### config.mk
export PLATFORM = sky130hd
export DESIGN_NAME = rv64_divider
export DESIGN_NICKNAME = d
export VERILOG_FILES = /design/src/rtl/rv64_divider.sv
export SDC_FILE = /design/constraint.sdc
export NUM_CORES = 1
export LEC_CHECK = 0
export CAP_MARGIN = 5
export CORE_MARGIN = 2
export CORE_UTILIZATION = 56
export DETAILED_ROUTE_END_ITERATION = 8
export PLACE_DENSITY_LB_ADDON = 0.2
export SLEW_MARGIN = 20
export SYNTH_ARGS = -nofsm -noshare
export SYNTH_HDL_FRONTEND = slang
export SYNTH_SLANG_ARGS = --single-unit
### constraint.sdc
create_clock -name clk -period 9.1 [get_ports clk]
set_clock_uncertainty 0.15 [all_clocks]
set_input_delay 2.73 -clock clk [delete_from_list [all_inputs] [get_ports clk]]
set_output_delay 2.73 -clock clk [all_outputs]
set_load 0.05 [all_outputs]
### src/rtl/rv64_divider.sv
// rv64_divider: multi-cycle restoring divider for RV64M DIV/DIVU/REM/REMU.
// Fixed latency: accept at edge 0, XLEN iteration edges, sign/special-case
// fix-up at edge XLEN+1, done pulse for one cycle, back to idle one edge later.
module rv64_divider #(
  parameter int unsigned XLEN = 64
) (
  input  logic            clk,
  input  logic            reset,
  input  logic            start,
  input  logic [1:0]      op,
  input  logic [XLEN-1:0] rs1_data,
  input  logic [XLEN-1:0] rs2_data,
  input  logic [4:0]      rd_in,
  output logic            busy,
  output logic            done,
  output logic [XLEN-1:0] result,
  output logic [4:0]      rd_out
);

  typedef enum logic [1:0] {
    IDLE,
    CALC,
    FIX,
    DONE
  } state_t;

  localparam logic [6:0]      LAST_STEP = 7'(XLEN - 1);
  localparam logic [XLEN-1:0] MIN_NEG   = {1'b1, {(XLEN-1){1'b0}}};

  state_t          state;
  logic [1:0]      op_q;
  logic [XLEN-1:0] a_q;
  logic [XLEN-1:0] b_q;
  logic [4:0]      rd_q;
  logic [6:0]      cnt;
  logic [XLEN-1:0] quo;
  logic [XLEN-1:0] rem;
  logic [XLEN-1:0] dvs;

  logic [XLEN-1:0] a_mag_in;
  logic [XLEN-1:0] b_mag_in;
  logic [XLEN:0]   shifted;
  logic [XLEN:0]   diff;
  logic            step_ok;
  logic [XLEN-1:0] quo_next;
  logic [XLEN-1:0] rem_next;
  logic            op_signed;
  logic            a_neg;
  logic            b_neg;
  logic            div_zero;
  logic            overflow;
  logic [XLEN-1:0] fix_val;

  // Operand magnitudes at accept: absolute value for signed ops, raw otherwise.
  always_comb begin
    a_mag_in = rs1_data;
    b_mag_in = rs2_data;
    if (!op[0] && rs1_data[XLEN-1]) a_mag_in = '0 - rs1_data;
    if (!op[0] && rs2_data[XLEN-1]) b_mag_in = '0 - rs2_data;
  end

  // One restoring step: shift next dividend bit into the partial remainder,
  // keep the subtraction only if it did not go negative.
  always_comb begin
    shifted  = {rem, quo[XLEN-1]};
    diff     = shifted - {1'b0, dvs};
    step_ok  = ~diff[XLEN];
    rem_next = step_ok ? diff[XLEN-1:0] : shifted[XLEN-1:0];
    quo_next = {quo[XLEN-2:0], step_ok};
  end

  // Final value: restore signs, then override divide-by-zero and overflow.
  always_comb begin
    op_signed = ~op_q[0];
    a_neg     = op_signed & a_q[XLEN-1];
    b_neg     = op_signed & b_q[XLEN-1];
    div_zero  = (b_q == '0);
    overflow  = op_signed & (a_q == MIN_NEG) & (b_q == '1);
    if (div_zero) begin
      fix_val = op_q[1] ? a_q : '1;
    end else if (overflow) begin
      fix_val = op_q[1] ? '0 : a_q;
    end else if (op_q[1]) begin
      fix_val = a_neg ? ('0 - rem) : rem;
    end else begin
      fix_val = (a_neg ^ b_neg) ? ('0 - quo) : quo;
    end
  end

  // Control FSM with all datapath registers and registered outputs.
  always_ff @(posedge clk) begin
    if (reset) begin
      state  <= IDLE;
      op_q   <= '0;
      a_q    <= '0;
      b_q    <= '0;
      rd_q   <= '0;
      cnt    <= '0;
      quo    <= '0;
      rem    <= '0;
      dvs    <= '0;
      busy   <= 1'b0;
      done   <= 1'b0;
      result <= '0;
      rd_out <= '0;
    end else begin
      case (state)
        IDLE: begin
          if (start) begin
            op_q  <= op;
            a_q   <= rs1_data;
            b_q   <= rs2_data;
            rd_q  <= rd_in;
            quo   <= a_mag_in;
            rem   <= '0;
            dvs   <= b_mag_in;
            cnt   <= '0;
            busy  <= 1'b1;
            state <= CALC;
          end
        end
        CALC: begin
          quo <= quo_next;
          rem <= rem_next;
          cnt <= cnt + 7'd1;
          if (cnt == LAST_STEP) state <= FIX;
        end
        FIX: begin
          result <= fix_val;
          rd_out <= rd_q;
          done   <= 1'b1;
          state  <= DONE;
        end
        DONE: begin
          done  <= 1'b0;
          busy  <= 1'b0;
          state <= IDLE;
        end
        default: state <= IDLE;
      endcase
    end
  end

endmodule
==> out/metrics.csv, run 1 <==
metric,value,unit
nNetsFinal,3811,
synth_compound_area_share,25.45,%
cts_buffers,46,
drc_errors,0,
cp-end-kind,flop,
postRouteAntennaNets,0,
die_x,218.7,um
yosysWarnings,0,
vdd_drop_max,210.0,uV
finalSetupTns,0,ns
dpl.hpwl,69880,um
grt_pass1_wl,143400,um
hold_buffers,0,
synth.avg_cell_area,7.275,um2
fin_crit_sh,71.48,%
core-area,45480,um2
synthTopCellsByArea,"dfxtp_1 31%, nand2_1 8.9%, a21oi_1 7.8%",
total_power,8.070,mW
synth_edf_count,0,
seq_area_frac_synth,31.49,%
yosys.area_share.simple,22.58,%
cp_slowest_cell,nor4_1,
ys_ff_latch,406,
start_util,56.75,%
yosys.area.top_type,dfxtp_1,
cts_root_buffer,clkbuf_16,
maxCapViolCount,0,
yosys-top-cells-count,"612 x nand2_1, 406 x dfxtp_1, 402 x a21oi_1, 295 x nor2_1, 273 x o21ai_0",
synth_top_family_by_area,compound AO/OA/AOI/OAI gates,
crit_path_frequent_cell,or4_1,
layout_setup_ws,2.595,ns
power.density,273.3,nW/um2
syn_inst,3548,
run_status,completed,
cts.path.max_buffers,3,
drt_iter0_markers,3454,
path_cells,"clkdlybuf4s50_1, or4_1, or4_1, nor4_1, and2_1, nor2b_1, nand2_1, o31ai_1, xor2_1, o211ai_1, o21ai_0, nor2_1",
cp_num_buf_inv,1,
wl_per_cell,22.35,um
p_leak,10.97,nW
report.final.slew_viol_count,0,
antenna_cells,0,
startpoint_type,primary input,
cpLargestDelayFamily,simple AND/OR/NAND/NOR gates,
synthMuxAreaShare,1.750,%
cts_resized,0,
groute.usage.overall,38.38,%
syn_area,25810,um2
ys_types,76,
tritoncts,yes,
h-tree-depth,2,
worst_slew_pin_slew,1.334,ns
syn_nets,3760,
cp.arrival,6.81,ns
async_flop_share,0,%
worst-setup-path-type,primary input to flop,
grt_pass1_vias,24953,
syn_to_final_growth,14.39,%
clkSlewWorstSetupHoldPaths,0.06,ns
vias,27416,
io_buffers,208,
insertion_delay,0.61,ns
cts_setup_buffers,0,
numClockSinks,406,
num-fill-cells,4082,
fin_crit,6.505,ns
grt_remaining_overflow,0,
drive_gt1_share,3.858,%
clock.fmax,153.7,MHz
synth_top_area_share,31.49,%
whs,0.3176,ns
grt_start_max_net_pins,238,
die_area,47830,um2
rsz0062_at_grt,no,
dr.pass1.iters,8,
post-place-ws,2.178,ns
min_path_type,flop to flop,
vias_per_cell,6.483,
die_y,218.7,um
max_stage_delay,0.82,ns
io_pins,209,
synth_ff_type,dfxtp_1,
crit_fanout,8,
synthAdderAreaFrac,3.616,%
slew_headroom,10.23,%
fp-row-count,78,
finalSetupViolations,0,
synth_most_common_cell,nand2_1,
hold_viol,0,
antenna_found_initial,0,
synthXorXnorAreaFrac,9.976,%
wl,94540,um
worstPathRequired,9.40,ns
place.gp.congestion,0.9825,
-- kinds of logic (layout without fill, tap and decap cells) --
| logic type | after synthesis | after routing |
|---|---|---|
| simple gates | 1299 | 1299 |
| compound gates | 1079 | 1079 |
| flops | 406 | 406 |
| buf+inv | 351 | 432 |
| xor+xnor | 294 | 294 |
| fa+ha+maj | 74 | 74 |
| mux | 45 | 45 |
-- tightest hold or removal path: cells and delay by family (launching register included) --
family / cells / cell delay (ns)
compound gates: 1 / 0.06
flops: 1 / 0.31
simple gates: 1 / 0.05
-- per-layer routing --
layer | vias to the layer above | global-route usage, % | routed length, um
met2 | 1519 | 58.60 | 41020
met4 | 0 | 17.39 | 4505
met1 | 12962 | 53.37 | 39710
met5 | - | 0 | 0
li1 | 12685 | - | -
met3 | 250 | 5.734 | 9304
-- sequential cells by signal, indices dropped and copies added (netlist names) --
name    flops
a_q        64
b_q        64
quo        64
rem        64
result     64
dvs        63
cnt         7
rd_out      5
rd_q        5
op_q        2
state       2
busy        1
done        1
-- final cells by class --
class,instances,area (um2),share of cell area [%]
Sequential cell,406,8129,27.53
Clock buffer,60,1284,4.348
Tap cell,600,750.7,2.543
Clock inverter,18,177.7,0.6017
Inverter,121,454.2,1.538
Multi-Input combinational cell,2791,16430,55.65
Timing Repair Buffer,233,2300,7.789
-- metrics by stage --
step	cells	utilization, %	cell area [um2]
finish	4229	64.92	29530
global route	4229	64.92	29530
CTS	4229	64.92	29520
detailed placement	4151	61.70	28060
global placement	4151	61.70	28060
floorplan	3548	-	25810
-- placed cells by master, fill, tap and decap left out, types with 20 or more instances in the layout --
master	n
nor3_1	84
ha_1	71
o21ai_0	273
nor2_1	292
a211oi_1	71
a21o_1	34
a21oi_1	402
nand3_1	44
or4_1	24
xnor2_1	154
dfxtp_1	405
a31oi_1	36
clkdlybuf4s50_1	207
nand2b_1	20
o211ai_1	35
xor2_1	140
mux2i_1	44
a32oi_1	22
or3_1	27
inv_1	121
nand4_1	49
nand2_1	611
buf_4	23
o41ai_1	21
o31ai_1	41
nor4_1	64
clkbuf_16	46
-- power by group --
part           internal (mW)  total (mW)  switching (mW)  leakage, nW
Sequential              2.17        2.62           0.451         3.32
Clock                   1.05        1.85           0.801        0.723
Combinational           1.20        3.60            2.41         6.93
Total                   4.41        8.07            3.66         11.0
-- final timing paths --
| kind | from | end | slack (ns) | depth (start not counted) |
|---|---|---|---|---|
| min reg2reg | rd_q[3] | rd_q[3] | 0.32 | 2 |
| max reg2reg | b_q[0] | rem[10] | 3.25 | 15 |
| min | rd_q[3] | rd_q[3] | 0.32 | 2 |
| max | rs1_data[7] | quo[59] | 2.60 | 12 |
Note: power is estimated with default switching activity, not from simulation.
==> inputs of run 2 (changes only) <==
- CORE_UTILIZATION: 56 -> 54
- clock period: 9.1 -> 5.8 ns (I/O delays scaled with it)
==> out/metrics.csv, run 2 (synthesis results as in run 1) <==
metric,value,unit
slew_headroom,26.71,%
final_cell_mix,"611 x nand2_1, 405 x dfxtp_1, 402 x a21oi_1",
io_buffers,208,
worstPathRequired,6.16,ns
groute.usage.overall,37.08,%
final_common_cell,nand2_1,
antenna_cells,0,
whs,0.3040,ns
drive_gt1_share,4.750,%
startpoint_type,primary input,
run_status,completed,
hold_buffers,0,
syn_to_final_growth,16.25,%
fin_crit_sh,87.19,%
cpLargestDelayFamily,simple AND/OR/NAND/NOR gates,
rsz0062_at_grt,no,
cts_setup_buffers,0,
hold_viol,0,
antenna_found_initial,0,
num-fill-cells,4396,
dr.pass1.iters,6,
cp_num_buf_inv,1,
die_area,49560,um2
post_dp_cell_area,28290,um2
finalSetupViolations,0,
report.final.slew_viol_count,0,
min_path_type,flop to flop,
vias,27288,
cts_root_buffer,clkbuf_16,
vias_per_cell,6.379,
multi_input_area,16430,um2
p_leak,11.22,nW
insertion_delay,0.60,ns
clock.fmax,197.8,MHz
nNetsFinal,3838,
grt_pass1_vias,25056,
maxCapViolCount,0,
die_y,222.6,um
h-tree-depth,2,
tritoncts,yes,
grt_remaining_overflow,0,
fp-row-count,80,
fin_util,63.24,%
finalSetupTns,0,ns
cp.arrival,5.42,ns
drt_iter0_markers,3218,
numClockSinks,406,
cp_slowest_cell,or4_4,
io_pins,209,
cts_resized,0,
clkSlewWorstSetupHoldPaths,0.06,ns
die_x,222.6,um
cp-end-kind,flop,
wl,95270,um
path_cells,"clkdlybuf4s50_1, or4_4, or3_1, or3_1, or3_1, or3_1, nand2b_4, or2_4, nor3_4, a21oi_1, xnor2_1, a211oi_1",
core-area,47450,um2
start_util,54.40,%
postRouteAntennaNets,0,
cts_buffers,47,
max_stage_delay,0.57,ns
grt_start_max_net_pins,115,
crit_fanout,6,
wl_per_cell,22.27,um
dpl.hpwl,71440,um
worst_slew_pin_slew,1.089,ns
place.gp.congestion,0.9793,
final_cell_area,30010,um2
fin_crit,5.057,ns
ff_latch_area,8129,um2
grt_pass1_wl,145000,um
power.density,437.4,nW/um2
drc_errors,0,
cts.path.max_buffers,3,
worst-setup-path-type,primary input to flop,
crit_path_frequent_cell,or3_1,
vdd_drop_max,251.7,uV
==> run 2: where the power goes <==
part	switching (mW)	total (mW)	internal, mW
registers	0.681	4.08	3.40
logic	3.83	5.74	1.91
clock network	1.29	3.31	2.02
==> run 2: per-stage QoR <==
stage | cells | power (mW) | setup WS, ns
after floorplan | 3548 | 7.851 | 0.9689
after global placement | 4192 | 9.581 | 0.2638
after detailed placement | 4192 | 9.699 | 0.1738
after CTS | 4278 | 13.01 | 0.7984
after global routing | 4278 | 13.79 | 0.5362
final | 4278 | 13.13 | 0.7433
==> run 2: worst min-delay path, stage by stage (launching register included) <==
cell and delay [ns]:
dfxtp_1 0.31, nand2_1 0.05, a21oi_1 0.05
==> run 2: final cells by class <==
cell class              instances  share of cell area [%]
multi-input cells            2791                   54.75
flip-flops and latches        406                   27.09
repair buffers                259                   8.369
clock buffers                  63                   4.562
well taps                     615                   2.564
inverters                     121                   1.514
clock inverters                23                   1.151
==> run 2: routing by layer <==
layer | global-route usage (%) | vias up | share of wire [%]
met5 | 0 | - | 0
met1 | 49.53 | 13012 | 42
met4 | 13.60 | 0 | 4.0
met2 | 60.46 | 1307 | 46
met3 | 5.885 | 219 | 7.9
li1 | - | 12750 | -
==> run 2: final timing paths <==
| kind | endpoint | slack, ns | depth (start not counted) | from |
|---|---|---|---|---|
| hold reg to reg | rd_q[1] | 0.30 | 2 | rd_q[1] |
| setup reg to reg | rem[9] | 1.06 | 18 | quo[63] |
| setup / recovery | dvs[59] | 0.74 | 12 | rs2_data[28] |
| hold / removal | rd_q[1] | 0.30 | 2 | rd_q[1] |
